## config.mk

```make
export PLATFORM = sky130hd
export DESIGN_NAME = instr_mem_controller
export DESIGN_NICKNAME = d
export VERILOG_FILES = /design/src/rtl/instr_mem_controller.sv
export SDC_FILE = /design/constraint.sdc
export NUM_CORES = 1
export LEC_CHECK = 0
export ABC_AREA = 1
export CAP_MARGIN = 20
export CORE_ASPECT_RATIO = 2
export CORE_MARGIN = 5
export CORE_UTILIZATION = 38
export CTS_CLUSTER_SIZE = 28
export DETAILED_ROUTE_END_ITERATION = 8
export PLACE_DENSITY = 0.77
export SLEW_MARGIN = 20
export SYNTH_ARGS = -nofsm -noshare
export SYNTH_HDL_FRONTEND = slang
export SYNTH_SLANG_ARGS = --single-unit
```

## constraint.sdc

```tcl
create_clock -name clk -period 1.8 [get_ports clk]
set_clock_uncertainty 0.1 [all_clocks]
set_input_delay 0.36 -clock clk [delete_from_list [all_inputs] [get_ports clk]]
set_output_delay 0.36 -clock clk [all_outputs]
set_load 0.05 [all_outputs]
```

## src/rtl/instr_mem_controller.sv

```systemverilog
// Instruction-memory controller: NUM_CHANNELS independent channels serving NUM_CONSUMERS fetchers.
// Optional macro IMC_ROUND_ROBIN_EN selects a round-robin claim scan; the default is fixed priority.
//   state    | meaning
//   IDLE     | channel free, claims one eligible consumer
//   WAITING  | memory request outstanding, address held stable
//   RELAYING | response delivered, ownership kept until the consumer drops valid
module instr_mem_controller #(
   parameter int NUM_CONSUMERS = 4,
   parameter int NUM_CHANNELS  = 1,
   parameter int ADDR_WIDTH    = 16,
   parameter int DATA_WIDTH    = 16
) (
   input  logic                                        clk,
   input  logic                                        reset,
   input  logic [NUM_CONSUMERS-1:0]                    consumer_read_valid,
   input  logic [NUM_CONSUMERS-1:0][ADDR_WIDTH-1:0]    consumer_read_address,
   output logic [NUM_CONSUMERS-1:0]                    consumer_read_ready,
   output logic [NUM_CONSUMERS-1:0][DATA_WIDTH-1:0]    consumer_read_data,
   output logic [NUM_CHANNELS-1:0]                     mem_read_valid,
   output logic [NUM_CHANNELS-1:0][ADDR_WIDTH-1:0]     mem_read_address,
   input  logic [NUM_CHANNELS-1:0]                     mem_read_ready,
   input  logic [NUM_CHANNELS-1:0][DATA_WIDTH-1:0]     mem_read_data
);

   localparam int IDX_W = (NUM_CONSUMERS > 1) ? $clog2(NUM_CONSUMERS) : 1;

   typedef enum logic [1:0] {IDLE, WAITING, RELAYING} state_t;

   state_t                       state [NUM_CHANNELS];
   logic [IDX_W-1:0]             owner [NUM_CHANNELS];
   logic [NUM_CHANNELS-1:0]      claim_hit;
   logic [IDX_W-1:0]             claim_idx [NUM_CHANNELS];
   logic [NUM_CONSUMERS-1:0]     taken;
   logic                         grant_any;
   logic [IDX_W-1:0]             grant_last;

`ifdef IMC_ROUND_ROBIN_EN
   logic [IDX_W-1:0]             rr_ptr;
`endif

   // Busy channels mask their owners first; idle channels then claim in index order
   // so a lower channel always wins a consumer both could see.
   always_comb begin
      int cand;
      taken      = '0;
      claim_hit  = '0;
      grant_any  = 1'b0;
      grant_last = '0;
      cand       = 0;
      for (int ch = 0; ch < NUM_CHANNELS; ch++) begin
         claim_idx[ch] = '0;
         if (state[ch] != IDLE)
            taken[owner[ch]] = 1'b1;
      end
      for (int ch = 0; ch < NUM_CHANNELS; ch++) begin
         if (state[ch] == IDLE) begin
            for (int k = 0; k < NUM_CONSUMERS; k++) begin
`ifdef IMC_ROUND_ROBIN_EN
               cand = (int'(rr_ptr) + 1 + k) % NUM_CONSUMERS;
`else
               cand = k;
`endif
               if (!claim_hit[ch] && consumer_read_valid[cand] && !taken[cand]) begin
                  claim_hit[ch] = 1'b1;
                  claim_idx[ch] = IDX_W'(cand);
               end
            end
         end
         if (claim_hit[ch]) begin
            taken[claim_idx[ch]] = 1'b1;
            grant_any            = 1'b1;
            grant_last           = claim_idx[ch];
         end
      end
   end

   always_ff @(posedge clk) begin
      if (reset) begin
         for (int ch = 0; ch < NUM_CHANNELS; ch++) begin
            state[ch] <= IDLE;
            owner[ch] <= '0;
         end
         mem_read_valid      <= '0;
         mem_read_address    <= '0;
         consumer_read_ready <= '0;
         consumer_read_data  <= '0;
`ifdef IMC_ROUND_ROBIN_EN
         rr_ptr              <= '0;
`endif
      end else begin
         consumer_read_ready <= '0;
         for (int ch = 0; ch < NUM_CHANNELS; ch++) begin
            case (state[ch])
               IDLE: begin
                  if (claim_hit[ch]) begin
                     owner[ch]            <= claim_idx[ch];
                     mem_read_address[ch] <= consumer_read_address[claim_idx[ch]];
                     mem_read_valid[ch]   <= 1'b1;
                     state[ch]            <= WAITING;
                  end
               end
               WAITING: begin
                  // The response is relayed even if the consumer has since dropped valid.
                  if (mem_read_ready[ch]) begin
                     mem_read_valid[ch]               <= 1'b0;
                     consumer_read_ready[owner[ch]]   <= 1'b1;
                     consumer_read_data[owner[ch]]    <= mem_read_data[ch];
                     state[ch]                        <= RELAYING;
                  end
               end
               RELAYING: begin
                  if (!consumer_read_valid[owner[ch]])
                     state[ch] <= IDLE;
               end
               default: state[ch] <= IDLE;
            endcase
         end
`ifdef IMC_ROUND_ROBIN_EN
         if (grant_any)
            rr_ptr <= grant_last;
`endif
      end
   end

endmodule
```

## After elaboration in Yosys (flattened, before gate mapping)

Memory sizes are Yosys's and may differ from the RTL's.
Cells that the tools add are included.

- $lt $le $gt $ge: 3
- Bitwise gates (word level): 2
- Muxes and demuxes: 52
- Eq/ne operators: 4
- Reductions and logical operators: 28

Operators by type and width:

| kind | count |
|---|---|
| bitwise mux 64 bit | 1 |
| 2-to-1 mux 1 bit | 35 |
| binary-select mux 16 bit (select 2 bit) | 1 |
| demux 16 bit (select 2 bit) | 1 |
| 2-to-1 mux 16 bit | 2 |
| 2-to-1 mux 2 bit | 8 |
| OR reduction 2 bit | 5 |
| logical AND 1 bit | 8 |
| logical NOT 1 bit | 7 |
| less-than comparator 2 x 3 -> 1 bit, second input constant | 2 |
| OR reduction 3 bit | 2 |
| 2-to-1 mux 4 bit | 1 |
| inequality test 2 bit, second input constant | 2 |
| AND reduction 2 bit | 2 |
| nonzero test 2 bit | 2 |
| AND reduction 3 bit | 1 |
| binary-select mux 1 bit (select 2 bit) | 1 |
| demux 1 bit (select 2 bit) | 1 |
| == test 2 x 1 -> 1 bit, second input constant | 1 |
| == test 2 bit, second input constant | 1 |
| greater-or-equal comparator 2 x 1 -> 1 bit, second input constant | 1 |
| logical NOT 2 bit | 1 |
| NOT 1 bit | 2 |
| case mux 1 bit (2 select lines) | 1 |

- Logic and storage cells: 98
- Output and inout bits: 85
- Register bits: 85
- Memories: 2
- Input port bits: 87
- RAM bits: 4

Memory list:

| memory | depth | bits a word | read ports | clocked after Yosys merged registers in | write ports | line | RTL |
|---|---|---|---|---|---|---|---|
| owner | 1 | 2 | 1 | 0 | 1 | 30 | `logic [IDX_W-1:0] owner [NUM_CHANNELS];` |
| state | 1 | 2 | 1 | 0 | 1 | 29 | `state_t state [NUM_CHANNELS];` |

## Longest topological paths before layout

Gate-level depths: netlist of the first run.
An unclocked memory read counts as a cell.

- Depth in word-level cells: 34
- Depth in mapped cells: 13

## Least setup slack after synthesis of the first run

Ideal clock, no wire load.

- Kind: register to register
- Start point: memory owner[0][0] (netlist name)
- End point: memory state[0][0] (netlist name) (enable)
- Setup slack: -0.081 ns
- Period minus slack after synthesis: 1.881 ns
- Arrival time: 1.511 ns
- Required time: 1.430 ns
- Cell stages (with the launch flop): 10
- Cell sequence: edfxtp_1 -> inv_2 -> nand2_2 -> o21ai_4 -> nand2_2 -> o21ai_4 -> inv_2 -> nor2_4 -> buf_6 -> o211ai_1

- Longest elaborated chain between the ends: 34
- Elaborated cells between the ends (all ways): 45

RTL lines:

| what | line | RTL |
|---|---|---|
| from (decl) | 30 |  |
| memory (1 x 2 bit) (*) | n/a |  |
| less-than comparator 2 x 3 -> 1 bit or greater-or-equal comparator 2 x 1 -> 1 bit (tied branches) | n/a |  |
| logical AND 1 bit | n/a |  |
| 2-to-1 mux 1 bit | n/a |  |
| demux 1 bit (select 2 bit) | n/a |  |
| 2-to-1 mux 4 bit | 52 | `if (state[ch] != IDLE)` |
| logical NOT 1 bit | 63 | `if (!claim_hit[ch] && consumer_read_valid[cand] && !taken[cand]) begin` |
| logical AND 1 bit | 63 |  |
| (+16 left out) | n/a |  |
| 2-to-1 mux 1 bit | 56 | `if (state[ch] == IDLE) begin` |
| 2-to-1 mux 1 bit | 95 | `if (claim_hit[ch]) begin` |
| 2-to-1 mux 1 bit | 93 | `case (state[ch])` |
| 2-to-1 mux 1 bit | 78 | `if (reset) begin` |
| 2-to-1 mux 1 bit (implied by the code) | 99 | `state[ch] <= WAITING;` |
| OR reduction 2 bit (no source line) | n/a |  |
| 2-to-1 mux 1 bit (no source line) (2 in a row) | n/a |  |
| 2-to-1 mux 1 bit (no source line) (*) (2 in a row) | n/a |  |
| to (decl) | 29 |  |

Every way passes the cells marked *; elsewhere a longest branch is shown, timed or not. The select of a mux whose other input is x is not followed.

## Final worst setup path of the first run

- Start point: memory state[0][1] (netlist name)
- End point: register mem_read_address[5] (netlist name)

- Longest elaborated chain between the ends: 24
- Elaborated cells between the ends (all ways): 33

RTL lines:

| what | line | RTL |
|---|---|---|
| memory (1 x 2 bit) (*) | n/a |  |
| nonzero test 2 bit | 52 |  |
| 2-to-1 mux 4 bit | 52 |  |
| logical NOT 1 bit | 63 |  |
| logical AND 1 bit | 63 |  |
| 2-to-1 mux 1 bit | 63 |  |
| 2-to-1 mux 1 bit | 56 |  |
| logical NOT 1 bit | 63 |  |
| (+7 left out) | n/a |  |
| 2-to-1 mux 1 bit | 63 |  |
| 2-to-1 mux 1 bit | 56 |  |
| logical NOT 1 bit | 63 |  |
| logical AND 1 bit (2 in a row) | 63 |  |
| 2-to-1 mux 2 bit | 63 |  |
| 2-to-1 mux 2 bit | 56 |  |
| binary-select mux 16 bit (select 2 bit) | 97 | `mem_read_address[ch] <= consumer_read_address[claim_idx[ch]];` |
| 2-to-1 mux 16 bit (implied by the code) | 97 |  |
| to (signal, indexed assignment) | 97 |  |
| to (decl) | 20 | `output logic [NUM_CHANNELS-1:0][ADDR_WIDTH-1:0] mem_read_address,` |

Marked as above.
A chain may end at the register's enable or synchronous reset.

==> flow_summary.json, run 1 <==
{
  "status": "finished with violations",
  "violations": "negative setup slack",
  "setup_tns_ps": -740,
  "grt.total_usage_pct": 21.7,
  "hold-path-cell-count": 2,
  "antenna_found_initial": 0,
  "criticalPathCategory": "register to register",
  "core-area_um2": 10100,
  "hold_buffers": 0,
  "synth-async-reset-ratio_pct": 0,
  "rsz0062_at_grt": "yes",
  "final_cells": 874,
  "postRouteAntennaNets": 0,
  "p_sw_share_pct": 42.0,
  "cp.depth": 11,
  "place_congestion": 0.939,
  "num_rows": 52,
  "total_power_mw": 8.69,
  "critPathCapture": "mem_read_address[5]",
  "synth-seq-cells": 89,
  "internal_power_mw": 5.04,
  "htree_levels": 3,
  "ys_top_cells_by_area": "dfxtp_1 44%, nand2_1 23%, a21oi_1 8.7%",
  "cts.clk_slew.worst_paths_ps": 60,
  "final_nets": 821,
  "numPortBuffers": 171,
  "drive_above_1_share_pct": 26.9,
  "cts_tree": "done",
  "die_w_um": 81.4,
  "r2r_end": "mem_read_address[5]",
  "endpoint_kind": "register",
  "synth_cells": 547,
  "vias": 4422,
  "synthTopCellsByCount": "236 x nand2_1, 85 x dfxtp_1, 67 x a21oi_1",
  "path_buf_inv": 1,
  "p_per_area_nw_per_um2": 1380,
  "finalCritPeriodShare_pct": 104,
  "p_switching_mw": 3.65,
  "dp.cells": 845,
  "finalCriticalPeriod_ps": 1880,
  "slew_headroom_pct": 78.6,
  "seq_power_share_pct": 29.2,
  "critical_path.max_fanout": 5,
  "yosysWarningCount": 0,
  "cp-start-kind": "register",
  "avgRoutedWirePerCell_um": 16.7,
  "drt_iter0_markers": 159,
  "rrSetupSlack_ps": -80,
  "synth_top_area_share_pct": 43.9,
  "syn_area_per_cell_um2": 7.08,
  "syn-num-nets": 634,
  "hold_class": "primary input to register",
  "crit_chain": "nor2_4 > nor2_2 > nor2_2 > nand2_2 > nand2_4 > nand3_4 > buf_12 > nand2_2 > nand3_1 > nand3_1 > nand2_1",
  "cts-root-buf": "clkbuf_16",
  "initial_utilization_pct": 38.4,
  "tightest_slew_ps": 320,
  "drc": 0,
  "clock.fmax_ghz": 0.532,
  "synth_cell_types": 22,
  "insertion_delay_ps": 330,
  "first_pass_iters": 5,
  "dpl.hpwl_um": 11000,
  "ys_seq_area_share_pct": 47.0,
  "fin_ws_ps": -79.8,
  "clock_sinks": 89,
  "reg2regPathDepth": 11,
  "grt_pass1_vias": 4188,
  "synth_top_area_cell": "dfxtp_1",
  "slew_viol_final": 0,
  "hold_viol_final": 0,
  "setup_violations": 16,
  "grt_pass1_wl_um": 20500,
  "arrival_ps": 2010,
  "p_clk_share_pct": 22.0,
  "netlist_area_um2": 3870,
  "n_antenna_cell": 0,
  "cts_buffers": 9,
  "worstSetupStartpoint": "state[0][1]",
  "cts.path.max_buffers": 2,
  "fill_cells": 865,
  "via_per_inst": 5.06,
  "power_frac_comb_pct": 48.9,
  "dieHeight_um": 153,
  "yosys_most_used_dff": "dfxtp_1",
  "ir_drop_v": 0.00103,
  "rr_startpoint": "state[0][1]",
  "cpPeakStageDelay_ps": 450,
  "routed_wirelength_um": 14600,
  "synth_edf_count": 4,
  "area_delta_synth_final_pct": 62.9,
  "p_leak_nw": 2.74,
  "gr-total-overflow": 0,
  "yosysMostFrequentCell": "nand2_1",
  "cpMaxStageDelayCell": "edfxtp_1",
  "dieArea_um2": 12400,
  "grt_max_degree": 70,
  "cp_top_family": "simple AND/OR/NAND/NOR gates",
  "drv_cap": 0,
  "worstPathRequired_ps": 1930,
  "ios": 172
}
## cells in the final DEF, fill, tap and decap left out, types with 13 or more instances in the layout
master	synthesis	final
a21oi_1	67	67
buf_4	2	105
clkbuf_16	0	13
clkdlybuf4s50_1	0	85
dfxtp_1	85	85
inv_1	21	21
nand2_1	236	211
nand2_2	4	26
nand3_1	32	21
nand3b_1	16	16
nand4_1	16	16
## metal layers
layer  GRT usage, %  part of all wire (%)
met1           20.2                    32
met4           8.46                   4.1
met5              0                     0
met3           4.08                   6.4
met2           43.1                    58
## power groups by stage
stage / clock network [mW] / registers (mW) / logic, mW
2_1_floorplan: 0 / 3.47 / 1.42
4_1_cts: 1.95 / 2.53 / 3.68
6_report: 1.91 / 2.53 / 4.25
3_3_place_gp: 0 / 2.55 / 3.55
3_5_place_dp: 0 / 2.56 / 3.61
5_1_grt: 2.02 / 2.56 / 4.51
## worst min-delay path by stage
stage	startpoint	to	slack [ps]
6_report	reset	mem_read_valid	230
5_1_grt	reset	mem_read_valid	220
4_1_cts	reset	mem_read_valid	220
3_5_place_dp	mem_read_address[7]	mem_read_address[7]	340
3_3_place_gp	mem_read_address[4]	mem_read_address[4]	340
2_1_floorplan	mem_read_data[7]	consumer_read_data[39]	400
## sequential cells by signal, indices dropped and copies added (netlist names)
name                 flops
consumer_read_data      64
state                    2
mem_read_address        16
owner                    2
mem_read_valid           1
consumer_read_ready      4
## logic make-up after synthesis
kind of cell	count (synthesis)	share of synthesized area, %
AO/OA/AOI/OAI	71	9.89
buffers and inverters	62	6.82
flip-flops	89	47.0
AND/OR/NAND/NOR	325	36.3
## through the flow
stage / setup slack [ps] / hold slack [ps] / area, um^2 / utilization, %
3_3_place_gp: -196 / 341 / 5640 / 55.9
6_report: -79.8 / 227 / 6310 / 62.5
3_5_place_dp: -208 / 345 / 5640 / 55.9
4_1_cts: -2.62 / 220 / 5980 / 59.3
5_1_grt: -188 / 225 / 6310 / 62.5
2_1_floorplan: -74.0 / 403 / 3880 / -
## area by class of cell
type	instances	area [um^2]	area share [%]
multi-input combinational	396	1940	30.8
timing repair buffer	207	1940	30.8
sequential	89	1820	28.9
clock buffer	13	260	4.13
tap	135	169	2.68
inverter	31	124	1.96
clock inverter	3	47.5	0.754
## timing repair
action                                  4_1_cts  5_1_grt
pin swaps                                     1       18
endpoints found under the setup margin       20       22
endpoints found under the hold margin         0        0
gates resized for setup                       3       46
buffers inserted                              2        5
cloned                                        0        6
Note: power is estimated with default switching activity, not from simulation.
==> run 2, diff against run 1 <==
- CAP_MARGIN: 20 -> not set
- PLACE_DENSITY: 0.77 -> 0.86
==> run 2 against run 1 <==
The flow now finishes without violations. Register-to-register slack gained 90 ps. Worst setup slack improved by 86 ps. Count of clock-buffer cells in the layout is 3 lower. Global-route usage fell by 0.97 points. Worst hold slack improved by 75 ps. Clock power fell by 9%. Flip-flop and latch count did not move. Cell count decreased by 1.1%. Die area stayed put. Critical path depth down 2. Largest cell class is now flip-flops and latches.
==> flow_summary.json, run 2 (synthesis results as in run 1) <==
{
  "drc": 0,
  "cts.clk_slew.worst_paths_ps": 70,
  "area_delta_synth_final_pct": 53.5,
  "worstPathRequired_ps": 1810,
  "routed_wirelength_um": 13000,
  "dieHeight_um": 153,
  "drv_cap": 0,
  "ir_drop_v": 0.000896,
  "initial_utilization_pct": 38.4,
  "final_cell_mix": "234 x nand2_1, 105 x buf_4, 85 x dfxtp_1, 85 x clkdlybuf4s50_1, 67 x a21oi_1",
  "cp-start-kind": "register",
  "grt_max_degree": 50,
  "dpl.hpwl_um": 10200,
  "timing.hold.ws_ps": 302,
  "seq_power_share_pct": 32.0,
  "gr-total-overflow": 0,
  "avgRoutedWirePerCell_um": 15.0,
  "fill_cells": 881,
  "p_clk_share_pct": 21.9,
  "rr_startpoint": "state[0][1]",
  "core-area_um2": 10100,
  "fin_ws_ps": 6.67,
  "final_nets": 811,
  "dpl_worst_slack_ps": -201,
  "clock_sinks": 89,
  "grt_pass1_vias": 4212,
  "largest_reg_flops": 64,
  "drive_above_1_share_pct": 21.1,
  "place_congestion": 0.849,
  "ios": 172,
  "regArea_um2": 1820,
  "arrival_ps": 1810,
  "hold_viol_final": 0,
  "hold_class": "primary input to register",
  "via_per_inst": 5.00,
  "insertion_delay_ps": 340,
  "cts-root-buf": "clkbuf_16",
  "die_w_um": 81.4,
  "regMostFlops": "consumer_read_data",
  "cts_tree": "done",
  "p_leak_nw": 2.60,
  "post_dp_cell_area_um2": 5620,
  "vias": 4319,
  "htree_levels": 3,
  "finalCritPeriodShare_pct": 99.6,
  "slew_viol_final": 0,
  "cts.path.max_buffers": 2,
  "power_frac_comb_pct": 46.1,
  "dieArea_um2": 12400,
  "p_per_area_nw_per_um2": 1330,
  "total_power_mw": 7.89,
  "endpoint_kind": "register",
  "setup_violations": 0,
  "setup_tns_ps": 0,
  "first_pass_iters": 4,
  "internal_power_mw": 4.51,
  "hold_buffers": 0,
  "final_common_cell": "nand2_1",
  "status": "completed",
  "cts_buffers": 9,
  "rsz0062_at_grt": "yes",
  "n_antenna_cell": 0,
  "antenna_found_initial": 0,
  "finalCriticalPeriod_ps": 1790,
  "multiInputGateArea_um2": 1800,
  "drt_iter0_markers": 185,
  "stdcell_area_um2": 5950,
  "min_from": "reset",
  "clock.fmax_ghz": 0.558,
  "critical_path.max_fanout": 5,
  "postRouteAntennaNets": 0,
  "numPortBuffers": 171,
  "p_sw_share_pct": 42.8,
  "p_switching_mw": 3.38,
  "slew_headroom_pct": 67.9,
  "criticalPathCategory": "register to register",
  "num_rows": 52,
  "grt.total_usage_pct": 20.7,
  "worstSetupStartpoint": "state[0][1]",
  "grt_pass1_wl_um": 19900,
  "top_regs": "consumer_read_data x64, mem_read_address x16, consumer_read_ready x4",
  "tightest_slew_ps": 482
}
[run 2: cell type report]
type | instances | share of cell area [%]
tap | 135 | 2.84
clock buffer | 10 | 3.85
clock inverter | 6 | 0.800
sequential | 89 | 30.6
inverter | 31 | 2.04
timing repair buffer | 197 | 29.5
multi-input combinational | 396 | 30.3
[run 2: worst max-delay path: stages, from the launching register on]
cell and delay (ps):
edfxtp_1 390, nor2_2 60, buf_4 160, o21ai_4 190
nand2_2 100, o21ai_4 190, inv_2 60, nor2_4 130
buf_4 150, inv_2 40
[run 2: worst paths after layout]
kind                          to  slack (ps)  depth (start not counted)
max                  owner[0][0]           7                          9
min                  state[0][1]         300                          2
max reg2reg          owner[0][0]           7                          9
min reg2reg  mem_read_address[3]         360                          2
[run 2: repair_timing]
action / in CTS / in global routing
pin swaps: 0 / 1
setup buffers: 1 / 1
setup endpoints to repair: 15 / 23
gates cloned: 0 / 0
gates resized for setup: 1 / 4
[run 2: metrics by stage]
step	utilization (%)	std cells
finish	59.0	864
global route	59.0	864
CTS	58.6	863
detailed placement	55.8	846
global placement	55.8	846
floorplan	-	547
[run 2: power by group through the flow]
stage	registers [mW]	logic, mW	clock network, mW
6_report	2.52	3.63	1.73
5_1_grt	2.56	3.91	1.86
4_1_cts	2.53	3.59	1.78
3_5_place_dp	2.57	3.56	0
3_3_place_gp	2.56	3.48	0
2_1_floorplan	3.47	1.42	0
[run 2: metal layers]
| layer | share of wire, % | global-route usage (%) | wire length, um | vias up |
|---|---|---|---|---|
| li1 | - | - | - | 2109 |
| met1 | 33 | 19.3 | 4210 | 1940 |
| met2 | 54 | 38.4 | 6970 | 224 |
| met3 | 9.2 | 6.21 | 1200 | 46 |
| met4 | 4.4 | 10.6 | 567 | 0 |
| met5 | 0 | 0 | 0 | - |
